$ cat config.mk
export PLATFORM = sky130hd
export DESIGN_NAME = sram_port_arbiter
export DESIGN_NICKNAME = d
export VERILOG_FILES = /design/src/rtl/sram_arb_pkg.sv /design/src/rtl/sram_rsp_pipe.sv /design/src/rtl/sram_port_arbiter.sv
export SDC_FILE = /design/constraint.sdc
export NUM_CORES = 1
export LEC_CHECK = 0
export BUFFER_PORTS_ARGS = -buffer_cell sky130_fd_sc_hd__buf_2
export CAP_MARGIN = 5
export CORE_UTILIZATION = 31
export DETAILED_ROUTE_END_ITERATION = 8
export PLACE_DENSITY = 0.53
export RECOVER_POWER = 25
export SYNTH_ARGS = -nofsm -noshare
export SYNTH_HDL_FRONTEND = slang
export SYNTH_HIERARCHICAL = 1
export SYNTH_SLANG_ARGS = --single-unit
export TNS_END_PERCENT = 1
$ cat constraint.sdc
create_clock -name clk -period 2.5 [get_ports clk]
set_input_delay 0.125 -clock clk [delete_from_list [all_inputs] [get_ports clk]]
set_output_delay 0.125 -clock clk [all_outputs]
set_load 0.02 [all_outputs]
$ cat src/rtl/sram_arb_pkg.sv
// Shared types and constants for the instruction/data SRAM port arbiter.
package sram_arb_pkg;

    // Arbitration priority state, kept as plain constants for legacy tools.
    typedef logic [0:0] arb_state_e;
    localparam arb_state_e DM_PRI = 1'b0;
    localparam arb_state_e IM_PRI = 1'b1;

    // Tag travelling alongside each SRAM command until its read data returns.
    typedef struct packed {
        logic valid_read;
        logic is_dm;
    } rsp_tag_t;

    // Byte write enables are active-low: all lanes high means a read.
    localparam logic [3:0] WEB_READ = 4'hF;

endpackage

$ cat src/rtl/sram_rsp_pipe.sv
// Two-deep response tag pipeline that steers returning SRAM read data to the
// requester that issued the read.
module sram_rsp_pipe
    import sram_arb_pkg::*;
#(
    parameter int WORD_SIZE = 32
) (
    input  logic                 clk,
    input  logic                 rst,
    input  logic                 read_issued,
    input  logic                 issued_dm,
    input  logic [WORD_SIZE-1:0] sram_DI,
    output logic                 im_rvalid,
    output logic [WORD_SIZE-1:0] im_rdata,
    output logic                 dm_rvalid,
    output logic [WORD_SIZE-1:0] dm_rdata
);

    rsp_tag_t             tag_q [2];
    logic [WORD_SIZE-1:0] im_hold;
    logic [WORD_SIZE-1:0] dm_hold;

    // Stage 0 aligns with the command on the SRAM pins, stage 1 with its data.
    always_ff @(posedge clk) begin
        if (rst) begin
            tag_q[0] <= '0;
            tag_q[1] <= '0;
        end else begin
            tag_q[0] <= '{valid_read: read_issued, is_dm: issued_dm};
            tag_q[1] <= tag_q[0];
        end
    end

    always_ff @(posedge clk) begin
        if (rst) begin
            im_hold <= '0;
            dm_hold <= '0;
        end else begin
            if (im_rvalid) im_hold <= sram_DI;
            if (dm_rvalid) dm_hold <= sram_DI;
        end
    end

    // Read data passes straight through in its valid cycle, then holds.
    always_comb begin
        im_rvalid = tag_q[1].valid_read && !tag_q[1].is_dm;
        dm_rvalid = tag_q[1].valid_read &&  tag_q[1].is_dm;
        im_rdata  = im_rvalid ? sram_DI : im_hold;
        dm_rdata  = dm_rvalid ? sram_DI : dm_hold;
    end

endmodule

$ cat src/rtl/sram_port_arbiter.sv
// Shares one single-ported SRAM between instruction-fetch and data ports with
// data priority, an instruction starvation guard and tagged read responses.
module sram_port_arbiter
    import sram_arb_pkg::*;
#(
    parameter int ADDR_SIZE = 32,
    parameter int WORD_SIZE = 32,
    parameter int BYTES     = 4,
    parameter int MAX_WAIT  = 4,
    parameter int CNT_W     = 3
) (
    input  logic                 clk,
    input  logic                 rst,
    input  logic                 im_req,
    input  logic [BYTES-1:0]     im_web,
    input  logic [ADDR_SIZE-1:0] im_addr,
    input  logic [WORD_SIZE-1:0] im_wdata,
    output logic                 im_gnt,
    output logic                 im_rvalid,
    output logic [WORD_SIZE-1:0] im_rdata,
    input  logic                 dm_req,
    input  logic [BYTES-1:0]     dm_web,
    input  logic [ADDR_SIZE-1:0] dm_addr,
    input  logic [WORD_SIZE-1:0] dm_wdata,
    output logic                 dm_gnt,
    output logic                 dm_rvalid,
    output logic [WORD_SIZE-1:0] dm_rdata,
    output logic                 sram_oe,
    output logic [BYTES-1:0]     sram_web,
    output logic [ADDR_SIZE-1:0] sram_addr,
    input  logic [WORD_SIZE-1:0] sram_DI,
    output logic [WORD_SIZE-1:0] sram_DO
);

    localparam logic [CNT_W-1:0] MAX_WAIT_C     = CNT_W'(MAX_WAIT);
    localparam bit               MAX_WAIT_LEGAL = (MAX_WAIT >= 1) && (MAX_WAIT < (1 << CNT_W));

    arb_state_e           state;
    arb_state_e           state_next;
    logic [CNT_W-1:0]     starv_cnt;
    logic [CNT_W-1:0]     starv_next;
    logic                 im_win;
    logic                 dm_win;
    logic                 any_win;
    logic                 win_is_read;
    logic [BYTES-1:0]     win_web;
    logic [ADDR_SIZE-1:0] win_addr;
    logic [WORD_SIZE-1:0] win_wdata;

    // NOTE: every output of this block is assigned on every path, so no latches.
    always_comb begin
        im_win      = im_req && ((state == IM_PRI) || !dm_req);
        dm_win      = dm_req && !im_win;
        any_win     = im_win || dm_win;
        win_web     = dm_win ? dm_web   : im_web;
        win_addr    = dm_win ? dm_addr  : im_addr;
        win_wdata   = dm_win ? dm_wdata : im_wdata;
        win_is_read = any_win && (&win_web);

        if (im_req && !im_win) begin
            starv_next = (starv_cnt == MAX_WAIT_C) ? MAX_WAIT_C : starv_cnt + CNT_W'(1);
        end else begin
            starv_next = '0;
        end

        state_next = state;
        case (state)
            DM_PRI:  if (starv_next == MAX_WAIT_C) state_next = IM_PRI;
            IM_PRI:  if (im_win) state_next = DM_PRI;
            default: state_next = DM_PRI;
        endcase
    end

    assign im_gnt = im_win;
    assign dm_gnt = dm_win;

    // NOTE: registered state uses non-blocking assignment so all flops update together.
    always_ff @(posedge clk) begin
        if (rst) begin
            state     <= DM_PRI;
            starv_cnt <= '0;
        end else begin
            state     <= state_next;
            starv_cnt <= starv_next;
        end
    end

    // Address and write data only move on a grant; idle cycles leave them parked.
    always_ff @(posedge clk) begin
        if (rst) begin
            sram_oe   <= 1'b0;
            sram_web  <= '1;
            sram_addr <= '0;
            sram_DO   <= '0;
        end else if (any_win) begin
            sram_addr <= win_addr;
            if (&win_web) begin
                sram_oe  <= 1'b1;
                sram_web <= '1;
            end else begin
                sram_oe  <= 1'b0;
                sram_web <= win_web;
                sram_DO  <= win_wdata;
            end
        end else begin
            sram_oe  <= 1'b0;
            sram_web <= '1;
        end
    end

    sram_rsp_pipe #(
        .WORD_SIZE (WORD_SIZE)
    ) u_rsp_pipe (
        .clk         (clk),
        .rst         (rst),
        .read_issued (win_is_read),
        .issued_dm   (dm_win),
        .sram_DI     (sram_DI),
        .im_rvalid   (im_rvalid),
        .im_rdata    (im_rdata),
        .dm_rvalid   (dm_rvalid),
        .dm_rdata    (dm_rdata)
    );

    always_ff @(posedge clk) begin
        assert (MAX_WAIT_LEGAL)
            else $error("sram_port_arbiter: MAX_WAIT=%0d does not fit CNT_W=%0d", MAX_WAIT, CNT_W);
    end

endmodule

==> results.cfg, run 1 <==
[timing]
setup_violations = 0
holdWs_ns = 0.0179
rsz0062_at_grt = no
finalClockSkew_ns = 0.0123
drv_slew = 0
fin_setup_tns_ns = 0
hold_viol = 0
relSlewSlack = 0.111
fmax_ghz = 0.424
tightest_slew_ns = 1.33
min_period_ns = 2.36
period_share = 0.944

[floorplan]
fp.dieH_um = 155
core_um2 = 22800
fp-row-count = 55
die_area_um2 = 23900
die_x_um = 155
io_pins = 309
initial_core_util = 0.317

[worst_setup_path]
critical-path-top-delay-family = buffers and inverters
worstPathRequired_ns = 2.86
crit_chain = a21bo_2 > inv_2 > buf_4 > nand2_1 > a311oi_1 > dlygate4sd3_1
cp.arrival_ns = 2.72
critPathBufInv = 3
cpPeakStageDelay_ns = 0.60
crit_fanout = 70
timing.critical_path.from_type = register
crit_type = register to register
slowest_stage = buf_4
end_kind = register

[routing]
routed_wl_mm = 20.9
ant_nets = 0
drc = 0
vias_per_cell = 4.49
drt-pass1-iter-count = 4
drt_first_iter_violations = 255
vias = 6505
wl_per_cell_um = 14.4

[final_layout]
n_fill_cell = 2285
areaGrowthSynthToFinish_pct = 43.3
final_nets = 1297
layout-drive-gt1-share = 0.345
n_antenna_cell = 0

[clock_tree]
clock-root-buffer = clkbuf_16
cts_setup_buffers = 0
cts_tree = built
clk_pin_slew_ns = 0.06
cts_inserted_buffers = 17
cts_max_path_buffers = 2
htree_levels = 4
insertion_delay_ns = 0.42
cts_sinks = 141

[min_path]
hp-class = input port to register

[synth]
synth_ff_type = dfxtp_1
synth_commonest_cells = dfxtp_1 (141), nand2_1 (136), nand2b_1 (96)
synth_top_area_cell = dfxtp_1
synth_area_um2 = 7230
synth_edf_count = 0
synth-seq-area-share = 0.390
synthSimpleGateAreaFrac = 0.217
syn_area_per_cell_um2 = 9.51
synth_top_family_by_area = multiplexers
synthTopCellsByArea = dfxtp_1 (39%), mux2_4 (12%), mux2i_1 (8.9%), nand2b_1 (8.3%), nand2_1 (7.1%)
synthMuxAreaShare = 0.269
synth_compound_area_frac = 0.0677
synth_most_common_cell = dfxtp_1
yosysTopAreaCellShare = 0.390
ys_async_sr_fraction = 0
synth_fa_ha_area_frac = 0.00346
syn_nets = 934
synth-xor-area-share = 0.00121
synth-seq-cells = 141
ys_types = 34
ys_warn_count = 6
postSynthCellCount = 760

[grt]
overflow = 0
grt_pass1_wl_mm = 32.6
grt_antenna_before_repair = 0
track_usage = 0.173
grt_pass1_vias = 6322
grt_max_degree = 94

[placement]
hpwl_mm = 13.8
gp_congestion = 0.751
io_buffers = 308

[run_status]
status = finished, final reports clean

[flow_run]
drv_cap = 0

[pwr]
p_leak_nw = 5.04
peakVddDrop_v = 0.000298
powerDensity_nw_per_um2 = 581
cell type report:
type                       instances  area, µm²  area share
sequential                       141       2820       0.272
clock inverter                    12        184      0.0177
inverter                           6       22.5     0.00217
tap                              313        392      0.0378
timing repair buffer             404       2460       0.237
clock buffer                      20        447      0.0431
multi-input combinational        553       4040       0.390
flip-flops by register name (all words and copies together), names as in the netlist:
name and count:
sram_DO 32, sram_addr 32, u_rsp_pipe/dm_hold 32, u_rsp_pipe/im_hold 32, sram_web 4, u_rsp_pipe/tag_q 4
starv_cnt 3, sram_oe 1, state 1
path summary, 6_finish.rpt:
| path | slack [ns] | from | to | depth (start not counted) |
|---|---|---|---|---|
| setup / recovery | 0.14 | state$_SDFF_PP0_ | sram_addr[4]$_SDFFE_PP0N_ | 6 |
| hold / removal | 0.02 | dm_web[2] | sram_web[2]$_SDFF_PP1_ | 3 |
| hold reg to reg | 0.43 | u_rsp_pipe/tag_q[0][0]$_SDFF_PP0_ | u_rsp_pipe/tag_q[0][2]$_SDFF_PP0_ | 1 |
| setup reg to reg | 0.14 | state$_SDFF_PP0_ | sram_addr[4]$_SDFFE_PP0N_ | 6 |
cells in the final DEF, fill, tap and decap left out, drive strengths merged:
master	instances
clkbuf	81
a22oi	1
bufinv	4
nand2	137
mux2i	64
xor2	1
a21bo	1
inv	9
clkinvlp	2
a2111oi	1
nor2	36
nor3	2
dlygate4sd3	88
nor3b	1
or2	1
o21ai	1
nand3	5
nor2b	36
dfxtp	141
o32a	1
and2	1
a21boi	1
a311oi	32
nand4	2
ha	2
buf	255
a21oi	32
clkinv	3
mux2	97
nand3b	1
nand2b	97
worst reg2reg max path, cell delays in order (launching register included):
cell and delay [ns]:
dfxtp_1 0.31, a21bo_2 0.20, inv_2 0.06, buf_4 0.60, nand2_1 0.18, a311oi_1 0.36
dlygate4sd3_1 0.60
power breakdown:
| group | total (mW) | internal (mW) | switching [mW] |
|---|---|---|---|
| Sequential | 2.39 | 2.34 | 0.0474 |
| Clock | 2.73 | 1.71 | 1.02 |
| Combinational | 0.905 | 0.440 | 0.465 |
logic make-up (layout without fill, tap and decap cells):
group	after synthesis	in the layout
buf+inv	66	442
mux	161	161
flops	141	141
xor+xnor	1	1
fa+ha+maj	2	2
compound gates	70	70
simple gates	319	319
per-stage QoR:
step	worst slack [ns]	cell area, µm²	std cells	util	total power, mW
2_1_floorplan	0.691	7230	760	-	2.92
3_3_place_gp	0.381	8940	1329	0.393	3.24
3_5_place_dp	0.358	8940	1329	0.393	3.24
4_1_cts	0.256	10500	1449	0.459	6.13
5_1_grt	0.0453	10400	1449	0.455	6.30
6_report	0.139	10400	1449	0.455	6.02
metal layers:
| metal | vias up | global-route usage | part of all wire |
|---|---|---|---|
| met2 | 212 | 0.293 | 0.48 |
| met1 | 2979 | 0.205 | 0.44 |
| li1 | 3296 | - | - |
| met3 | 18 | 0.0558 | 0.070 |
| met4 | 0 | 0.0570 | 0.014 |
| met5 | - | 0 | 0 |
repair_timing:
action                    CTS  global route
hold buffers               88             0
gates resized for setup     0             0
hold endpoints to repair   57             0
Power figures use the tool's default switching activity.
==> run 2, diff against run 1 <==
--- a/config.mk
+++ b/config.mk
@@ -7,2 +7,3 @@
 export LEC_CHECK = 0
+export ABC_AREA = 0
 export BUFFER_PORTS_ARGS = -buffer_cell sky130_fd_sc_hd__buf_2
==> constraint.sdc (replaced) <==
create_clock -name clk -period 2.5 [get_ports clk]
set_input_delay 0.375 -clock clk [delete_from_list [all_inputs] [get_ports clk]]
set_output_delay 0.375 -clock clk [all_outputs]
set_load 0.02 [all_outputs]
==> run 2 against run 1 <==
Effect of this change:
- non-clock buffer count decreased by 82
- clock skew is 0.0015 ns lower
- global-route usage decreased by 0.61 points
- total power is 6.9% lower
- utilization decreased by 4.1 points
- maximum frequency hardly changed
- first-iteration DRC count up 2.0%
- largest cell class unchanged
- largest power group unchanged
==> results.cfg, run 2 (same netlist as run 1, synthesis figures left out) <==
[timing]
rsz0062_at_grt = no
fin_setup_tns_ns = 0
hold_viol = 0
relSlewSlack = 0.294
drv_slew = 0
finalClockSkew_ns = 0.0109
period_share = 0.945
tightest_slew_ns = 1.06
fmax_ghz = 0.423
setup_violations = 0
min_period_ns = 2.36

[final_layout]
final_nets = 1215
areaGrowthSynthToFinish_pct = 30.5
final_cell_mix = buf_2 (264), dfxtp_1 (141), nand2_1 (136)
final_cells = 1368
n_fill_cell = 2335
final_common_cell = buf_2
layout-drive-gt1-share = 0.391
fin_area_um2 = 9440

[clock_tree]
htree_levels = 4
cts_tree = built
cts_max_path_buffers = 2
cts_inserted_buffers = 17
clk_pin_slew_ns = 0.07
insertion_delay_ns = 0.42
ctsHoldBuffers = 0
cts_sinks = 141
ctsResizeCount = 0
cts_setup_buffers = 0
clock-root-buffer = clkbuf_16

[floorplan]
fp-row-count = 55
die_area_um2 = 23900
fp.dieH_um = 155
core_um2 = 22800
initial_core_util = 0.317
io_pins = 309
die_x_um = 155

[pwr]
power.switching_mw = 1.53
p_clk_frac = 0.435
power.combinational.fraction = 0.139
p_leak_nw = 4.66
powerDensity_nw_per_um2 = 594
finalPower_mw = 5.61
peakVddDrop_v = 0.000416
swShare = 0.273
pwr-share-seq = 0.426
p_int_mw = 4.08

[run_status]
status = finished, final reports clean

[worst_setup_path]
cp.arrival_ns = 1.99
cpPeakStageDelay_ns = 0.40
critPathBufInv = 2
ff2ff_setup_slack_ns = 0.36
crit_type = register to primary output
end_kind = primary output
crit_chain = nand2b_4 > buf_4 > mux2_4 > buf_2
critical-path-top-delay-family = buffers and inverters
slowest_stage = nand2b_4
crit_fanout = 21
worstPathRequired_ns = 2.12
timing.critical_path.from_type = register

[flow_run]
drv_cap = 0

[grt]
grt_pass1_wl_mm = 31.3
grt_antenna_before_repair = 4
grt_pass1_vias = 5866
grt_max_degree = 97
overflow = 0
track_usage = 0.167

[placement]
place_area_um2 = 8950
gp_congestion = 0.754
placedCellCount = 1335
io_buffers = 308
hpwl_mm = 14.0

[min_path]
hp-class = input port to register

[routing]
vias_per_cell = 4.48
ant_nets = 0
drc = 0
drt-pass1-iter-count = 4
routed_wl_mm = 20.0
vias = 6129
wl_per_cell_um = 14.6
drt_first_iter_violations = 260
==> run 2: power by group through the flow <==
stage               Sequential [mW]  Clock, mW  Combinational, mW
finish                         2.39       2.44              0.778
global route                   2.40       2.63              0.850
CTS                            2.39       2.53              0.807
detailed placement             2.44          0              0.806
global placement               2.44          0              0.802
floorplan                      2.54          0              0.375
==> run 2: path summary, 6_finish.rpt <==
| path | endpoint | cells after the start | start |
|---|---|---|---|
| max | im_rdata[19] | 4 | u_rsp_pipe/tag_q[0][2]$_SDFF_PP0_ |
| min | sram_addr[9]$_SDFFE_PP0N_ | 3 | dm_addr[9] |
| max reg2reg | sram_DO[31]$_SDFFE_PP0P_ | 5 | state$_SDFF_PP0_ |
| min reg2reg | u_rsp_pipe/tag_q[0][2]$_SDFF_PP0_ | 1 | u_rsp_pipe/tag_q[0][0]$_SDFF_PP0_ |
==> run 2: area by class of cell <==
type,instances,area [µm²],area share
Timing Repair Buffer,322,1600,0.170
Sequential cell,141,2820,0.299
Tap cell,313,392,0.0415
Clock buffer,19,443,0.0469
Inverter,6,22.5,0.00239
Multi-Input combinational cell,553,4040,0.428
Clock inverter,12,113,0.0119
Antenna cell,2,5.00,0.000530
==> run 2: metrics by stage <==
step                      setup WS [ns]  hold slack [ns]  utilization
after floorplan                   0.583            0.414            -
after global placement            0.149            0.425        0.393
after detailed placement          0.115            0.427        0.393
after CTS                        0.0981            0.186        0.417
after global routing             0.0252            0.194        0.414
final                             0.137            0.205        0.414
==> run 2: worst min-delay path: stages <==
cell and delay (ns):
buf_2 0.09, nand2_1 0.04, a311oi_1 0.07
==> run 2: layer usage <==
layer | share of wire | up-vias | GRT usage
met5 | 0.0015 | - | 0
met4 | 0.021 | 4 | 0.0542
met3 | 0.078 | 31 | 0.0642
met2 | 0.45 | 215 | 0.268
met1 | 0.45 | 2750 | 0.203
li1 | - | 3129 | -
==> run 3, diff against run 2 <==
CELL_PAD_IN_SITES_DETAIL_PLACEMENT = 0   (was unset)
CELL_PAD_IN_SITES_GLOBAL_PLACEMENT = 1   (was unset)
PLACE_DENSITY = 0.69   (was 0.53)
==> run 3 against run 2 <==
Effect of this change:
- the flow now finishes with violations (max-capacitance violations, max-slew violations)
- sequential share of layout area down 0.18 points
- sequential cell count did not move
- sequential power hardly changed
- routed wire length is 1.0% higher
- hold slack got worse by 0.0083 ns
- critical path depth unchanged
- clock skew fell by 0.0018 ns
- global-route usage is essentially flat
- largest cell class unchanged
==> results.cfg, run 3 (same netlist as run 1, synthesis figures left out) <==
[clock_tree]
cts_sinks = 141
clk_pin_slew_ns = 0.06
ctsResizeCount = 0
cts_inserted_buffers = 17
ctsHoldBuffers = 0
htree_levels = 4
clock-root-buffer = clkbuf_16
cts_max_path_buffers = 2
cts_tree = built
cts_setup_buffers = 0
insertion_delay_ns = 0.42

[run_status]
status = finished, violations left
violations = max-capacitance violations, max-slew violations

[timing]
tightest_slew_ns = 1.77
hold_viol = 0
period_share = 0.920
drv_slew = 89
relSlewSlack = -0.183
min_period_ns = 2.30
setup_violations = 0
holdWs_ns = 0.197
finalClockSkew_ns = 0.00910
rsz0062_at_grt = no
fin_setup_tns_ns = 0
fmax_ghz = 0.435

[routing]
drc = 0
routed_wl_mm = 20.2
ant_nets = 0
vias_per_cell = 4.49
drt-pass1-iter-count = 4
drt_first_iter_violations = 213
wl_per_cell_um = 14.8
vias = 6128

[grt]
track_usage = 0.167
grt_pass1_wl_mm = 31.3
met1_usage = 0.204
grt_antenna_before_repair = 4
busiest_layer = met2
grt_max_degree = 97
grt_use_met2 = 0.262
met3_usage = 0.0642
overflow = 0
grt_pass1_vias = 5768

[worst_setup_path]
worstPathRequired_ns = 2.12
end_kind = primary output
cp.arrival_ns = 1.92
crit_type = register to primary output
crit_fanout = 70
timing.critical_path.from_type = register

[final_layout]
final_nets = 1212
fin_area_um2 = 9490
finalCoreUtilization = 0.417
layout-drive-gt1-share = 0.408
final_cell_mix = buf_2 (281), dfxtp_1 (141), nand2_1 (136)
final_common_cell = buf_2
areaGrowthSynthToFinish_pct = 31.3

[min_path]
hp-class = input port to register

[floorplan]
io_pins = 309
fp.dieH_um = 155
fp-row-count = 55
die_x_um = 155
die_area_um2 = 23900
initial_core_util = 0.317
core_um2 = 22800

[placement]
place_area_um2 = 8960
hpwl_mm = 14.0
io_buffers = 308
gp_congestion = 0.743

[pwr]
powerDensity_nw_per_um2 = 609
p_leak_nw = 4.73
peakVddDrop_v = 0.000308
finalPower_mw = 5.78

[flow_run]
drv_cap = 1
-- run 3: path summary, 6_finish.rpt --
check        slack (ns)                                end  depth (start not counted)                              start
max                0.20                             dm_gnt                          4                   state$_SDFF_PP0_
min reg2reg        0.43  u_rsp_pipe/tag_q[0][2]$_SDFF_PP0_                          1  u_rsp_pipe/tag_q[0][0]$_SDFF_PP0_
max reg2reg        0.33           sram_DO[31]$_SDFFE_PP0P_                          5                   state$_SDFF_PP0_
min                0.20             sram_web[0]$_SDFF_PP1_                          3                          im_web[0]
-- run 3: metrics by stage --
step	cells	setup slack [ns]
global placement	1332	0.0782
CTS	1363	0.167
floorplan	760	0.583
detailed placement	1332	0.0804
global route	1363	0.0707
finish	1364	0.201
-- run 3: critical path: stages, from the launching register on --
cell	delay (ns)
dfxtp_1	0.32
a21bo_2	0.20
inv_2	0.06
buf_4	0.61
buf_2	0.29
-- run 3: report_power, final --
part | switching (mW) | internal (mW) | leakage [nW]
registers | 0.0439 | 2.34 | 1.15
logic | 0.439 | 0.346 | 3.29
clock network | 1.04 | 1.57 | 0.279
-- run 3: cell type report --
| cell class | instances | area, µm² |
|---|---|---|
| fillers | 2363 | 13300 |
| diodes | 1 | 2.50 |
| well taps | 313 | 392 |
| inverters | 6 | 22.5 |
| multi-input cells | 553 | 4030 |
| repair buffers | 319 | 1630 |
| clock inverters | 13 | 165 |
| flip-flops and latches | 141 | 2820 |
| clock buffers | 18 | 429 |
-- run 3: routing by layer --
metal  share of wire  vias to the layer above
met4           0.023                        6
met5          0.0020                        -
met2            0.45                      215
li1                -                     3131
met3           0.083                       34
met1            0.44                     2742
